**config.mk**
```make
export PLATFORM = sky130hd
export DESIGN_NAME = aq_vidu_vid_fp_uop_exp
export DESIGN_NICKNAME = d
export VERILOG_FILES = /design/src/rtl/aq_vidu_vid_fp_uop_exp.sv
export SDC_FILE = /design/constraint.sdc
export NUM_CORES = 1
export LEC_CHECK = 0
export BUFFER_PORTS_ARGS = -buffer_cell sky130_fd_sc_hd__clkbuf_2
export CORE_AREA = 2 2 143 145
export CTS_CLUSTER_DIAMETER = 150
export DETAILED_ROUTE_END_ITERATION = 6
export DIE_AREA = 0 0 145 147
export PLACE_DENSITY_LB_ADDON = 0.1
export SLEW_MARGIN = 20
export SYNTH_ARGS = -nofsm -noshare
export SYNTH_HDL_FRONTEND = slang
export SYNTH_SLANG_ARGS = --single-unit
```
**constraint.sdc**
```tcl
create_clock -name split_clk -period 2.2 [get_ports split_clk]
set_input_delay 0.33 -clock split_clk [delete_from_list [all_inputs] [get_ports split_clk]]
set_output_delay 0.33 -clock split_clk [all_outputs]
set_load 0.1 [all_outputs]
```
**src/rtl/aq_vidu_vid_fp_uop_exp.sv**
```systemverilog
// Vector-FP micro-op expander: splits the split stage's held instruction into
// 1/2/4/8 register-group micro-ops by LMUL, rewriting VD and stalling upstream.
module aq_vidu_vid_fp_uop_exp #(
  parameter int WIDTH    = 180,
  parameter int LMUL_LSB = 40,
  parameter int VD_LSB   = 7
) (
  input  logic             split_clk,
  input  logic             cpurst_b,
  input  logic             rtu_yy_xx_async_flush,
  input  logic             split_fp_ctrl_inst_vld,
  input  logic [WIDTH-1:0] split_fp_dp_inst_data,
  input  logic             vfpu_vidu_uop_ready,
  output logic             ctrl_split_fp_dis_stall,
  output logic             vidu_vfpu_uop_vld,
  output logic [WIDTH-1:0] vidu_vfpu_uop_data,
  output logic [2:0]       vidu_vfpu_uop_idx,
  output logic             vidu_vfpu_uop_last,
  output logic             fp_uop_exp_busy
);

  localparam logic [0:0] IDLE   = 1'b0;
  localparam logic [0:0] EXPAND = 1'b1;

  logic [0:0] state_q;
  logic [0:0] state_d;
  logic [2:0] idx_q;
  logic [2:0] idx_d;
  logic [2:0] cur_idx;
  logic [2:0] last_idx;
  logic       uop_vld;
  logic       uop_last;
  logic       accept;

  function automatic logic [2:0] group_last_idx(input logic [1:0] lmul);
    logic [2:0] r;
    case (lmul)
      2'b00:   r = 3'd0;
      2'b01:   r = 3'd1;
      2'b10:   r = 3'd3;
      default: r = 3'd7;
    endcase
    return r;
  endfunction

  // VD advances by the micro-op index and wraps within the 32-entry register file.
  function automatic logic [WIDTH-1:0] rewrite_vd(input logic [WIDTH-1:0] d,
                                                   input logic [2:0]       off);
    logic [WIDTH-1:0] r;
    r = d;
    r[VD_LSB +: 5] = d[VD_LSB +: 5] + {2'b00, off};
    return r;
  endfunction

  always_comb begin
    cur_idx  = (state_q == EXPAND) ? idx_q : 3'd0;
    last_idx = group_last_idx(split_fp_dp_inst_data[LMUL_LSB +: 2]);
    uop_vld  = split_fp_ctrl_inst_vld && !rtu_yy_xx_async_flush;
    uop_last = uop_vld && (cur_idx == last_idx);
    accept   = uop_vld && vfpu_vidu_uop_ready;
  end

  assign vidu_vfpu_uop_vld       = uop_vld;
  assign vidu_vfpu_uop_idx       = cur_idx;
  assign vidu_vfpu_uop_last      = uop_last;
  assign vidu_vfpu_uop_data      = rewrite_vd(split_fp_dp_inst_data, cur_idx);
  assign ctrl_split_fp_dis_stall = uop_vld && !(accept && uop_last);
  assign fp_uop_exp_busy         = (state_q == EXPAND);

  // Flush wins; otherwise only an accepted micro-op moves the group forward.
  always_comb begin
    state_d = state_q;
    idx_d   = idx_q;
    if (rtu_yy_xx_async_flush) begin
      state_d = IDLE;
      idx_d   = 3'd0;
    end else if (accept) begin
      if (uop_last) begin
        state_d = IDLE;
        idx_d   = 3'd0;
      end else begin
        state_d = EXPAND;
        idx_d   = cur_idx + 3'd1;
      end
    end
  end

  always_ff @(posedge split_clk or negedge cpurst_b) begin
    if (!cpurst_b) begin
      state_q <= IDLE;
      idx_q   <= 3'd0;
    end else begin
      state_q <= state_d;
      idx_q   <= idx_d;
    end
  end

endmodule
```
==> impl_metrics.py <==
metrics = {
    "power": {
        "pwr_density_cell_mw_per_mm2": 449,
        "swShare": 0.329,
        "power_frac_seq": 0.140,
        "cell_internal_pwr_uw": 384,
        "max-vdd-ir-drop_v": 0.000117,
        "p_leak_uw": 0.000427,
        "power_uw": 572,
        "combPwrFrac": 0.351,
        "switching_power_uw": 188,
        "power.share.clock": 0.509,
    },
    "synth": {
        "synth_top_area_share": 0.765,
        "synthDistinctLibCells": 24,
        "synth.area.top_cells": "buf_4 (76%), dfrtp_1 (5.8%), xnor2_1 (2.5%)",
        "yosys.area.top_type": "buf_4",
        "synthCells": 221,
        "yosysSeqAreaShare": 0.0583,
        "ys_warn_count": 0,
        "synth.avg_cell_area_sq_um": 7.77,
        "synth_seq_cells": 4,
        "syn-num-nets": 409,
        "synth_area_sq_mm": 0.00172,
    },
    "placement": {
        "numPortBuffers": 25,
        "placedCellCount": 347,
        "place_area_sq_mm": 0.00111,
        "post-dp-hpwl_um": 5450,
        "globalplace.congestion": 0.568,
    },
    "cts": {
        "cts_made_buffers": 3,
        "cts.clk_slew.worst_paths_ns": 0.03,
        "clkLatencyLatePin_ns": 0.22,
        "htreeDepth": 1,
        "ctsLongestPathBuffers": 2,
        "clock-sinks": 4,
        "cts_tree": "done",
        "cts-root-buf": "clkbuf_16",
    },
    "run_status": {
        "violations": "setup timing",
        "status": "finished, violations left",
    },
    "floorplanning": {
        "dieArea_sq_mm": 0.0213,
        "die_h_um": 147,
        "die_w_um": 145,
        "fp-row-count": 52,
        "start_util": 0.0866,
        "io_pins": 372,
        "coreArea_sq_mm": 0.0198,
    },
    "sta": {
        "finalMaxSlewViolations": 0,
        "holdWs_ns": 0.432,
        "post-route-period-util": 1.04,
        "timing.fmax_mhz": 437,
        "finClkSkew_ns": 0.00311,
        "relSlewSlack": 0.622,
        "setup_viol": 3,
        "tightest_slew_ns": 0.569,
        "final_hold_viol_count": 0,
        "fin_ws_ns": -0.0867,
        "rsz0062_at_grt": "yes",
        "period_minus_slack_ns": 2.29,
    },
    "drt": {
        "wl_met2_um": 2890,
        "ant_nets": 0,
        "wirelength_um": 6020,
        "drc": 0,
        "wl_met1_um": 1100,
        "dr.max_layer_used": "met4",
        "dr.pass1.iters": 4,
        "drt_iter0_markers": 9,
        "route.vias.total": 717,
        "wl_per_cell_um": 17.0,
        "via_per_inst": 2.03,
        "wl_met3_um": 1630,
    },
    "critical_path": {
        "path_class": "flip-flop to primary output",
        "cp_max_fo": 4,
        "crit_family": "adder cells",
        "path_cells": "and2_4 -> ha_4 -> maj3_1 -> a21oi_4 -> xnor2_4 -> buf_12",
        "end_kind": "primary output",
        "worstPathArrival_ns": 1.96,
        "setup.worst_path.start_class": "flip-flop",
        "slowest_delay_ns": 0.48,
        "critPathBufInv": 1,
        "worstPathRequired_ns": 1.87,
        "cp_slowest_cell": "dfrtp_4",
    },
    "layout": {
        "fin_area_sq_mm": 0.00127,
        "fin_nets": 273,
        "syn2layout_area_growth_pct": -25.9,
        "utilization": 0.0642,
        "instances_no_fill": 354,
        "drive_gt1_frac": 0.690,
        "diodes": 0,
    },
    "hold_path": {
        "hp-class": "input port to flip-flop",
    },
    "global_routing": {
        "antenna_found_initial": 0,
        "grt_max_degree": 9,
        "grt_pass1_vias": 805,
        "track_usage": 0.0530,
        "gr-total-overflow": 0,
        "grt_pass1_wl_um": 7600,
    },
    "run": {
        "maxCapViolations": 0,
    },
}
timing repair:
| action | CTS | global route |
|---|---|---|
| hold buffers | 1 | 0 |
| endpoints found under the hold margin | 4 | 0 |
| pin swaps | 6 | 2 |
| buffers inserted | 2 | 0 |
| gates resized for setup | 8 | 1 |
| endpoints found under the setup margin | 5 | 4 |
cells by family after synthesis:
| family | Yosys count | share of synthesized area |
|---|---|---|
| and+or+nand+nor | 16 | 0.0532 |
| xor gates and xnor gates | 7 | 0.0357 |
| buffers and inverters | 177 | 0.774 |
| DFF | 4 | 0.0583 |
| adders and majority gates | 4 | 0.0277 |
| AOI/OAI and AO/OA | 13 | 0.0510 |
layout by cell type (no fill, tap or decap), drive strengths merged:
cell,n
ha,3
clkbuf,23
nor4b,1
a21oi,2
nand3b,2
nand2,5
a31oi,1
o31ai,3
a31o,1
and2,4
nand3,1
dfrtp,4
xnor2,5
buf,16
dlygate4sd3,1
a21boi,1
nor2b,2
o21ai,3
nor2,1
a22o,1
a211o,1
xor2,2
maj3,1
power by group through the flow:
stage / clock (uW) / combinational (uW) / sequential, uW
2_1_floorplan: 0 / 1600 / 92.2
3_3_place_gp: 0 / 198 / 81.3
3_5_place_dp: 0 / 196 / 80.9
4_1_cts: 297 / 204 / 80.1
5_1_grt: 305 / 212 / 80.4
6_report: 291 / 201 / 79.8
routing by layer:
| layer | global-route usage | vias up |
|---|---|---|
| met5 | 0 | - |
| met4 | 0.0371 | 0 |
| met3 | 0.0720 | 38 |
| met2 | 0.0833 | 152 |
| met1 | 0.0279 | 285 |
| li1 | - | 242 |
final timing paths:
path,from,endpoint,slack (ns),cells after the start
min reg2reg,idx_q[2],idx_q[2],0.63,2
max in group asynchronous,cpurst_b,idx_q[2],1.58,2
min in group asynchronous,cpurst_b,fp_uop_exp_busy,0.48,2
max reg2reg,idx_q[2],idx_q[2],0.58,5
max,fp_uop_exp_busy,vidu_vfpu_uop_data[10],-0.09,6
min,split_fp_ctrl_inst_vld,idx_q[1],0.43,4
sequential cells by signal, indices dropped and copies added, names as in the netlist:
name / flops
fp_uop_exp_busy: 1
idx_q: 3
worst reg2reg max path, cell delays in order (launching register included):
cell	delay, ns
dfrtp_2	0.47
xnor2_1	0.15
a31o_1	0.22
a22o_2	0.31
buf_4	0.16
o31ai_1	0.22
cell usage after synthesis (all sizes together):
master	count
buf	177
a21oi	2
dfrtp	4
xnor2	5
nand3	1
xor2	2
nor4b	1
a22o	1
ha	3
o21ai	3
a21boi	1
a31o	1
maj3	1
a31oi	1
nor2	1
nor2b	2
a211o	1
nand2	5
and2	4
o31ai	3
nand3b	2
cell type report:
class | count | area, sq um
Clock buffer | 4 | 78.8
Fill cell | 2327 | 18600
Multi-Input combinational cell | 40 | 452
Sequential cell | 4 | 105
Tap cell | 270 | 338
Timing Repair Buffer | 36 | 300
metrics by stage:
step	TNS, ns	worst slack (ns)
floorplan	-1.04	-0.469
global placement	0	0.0527
detailed placement	0	0.0468
CTS	-0.306	-0.124
global route	-0.388	-0.150
finish	-0.176	-0.0867
Power figures use the tool's default switching activity.
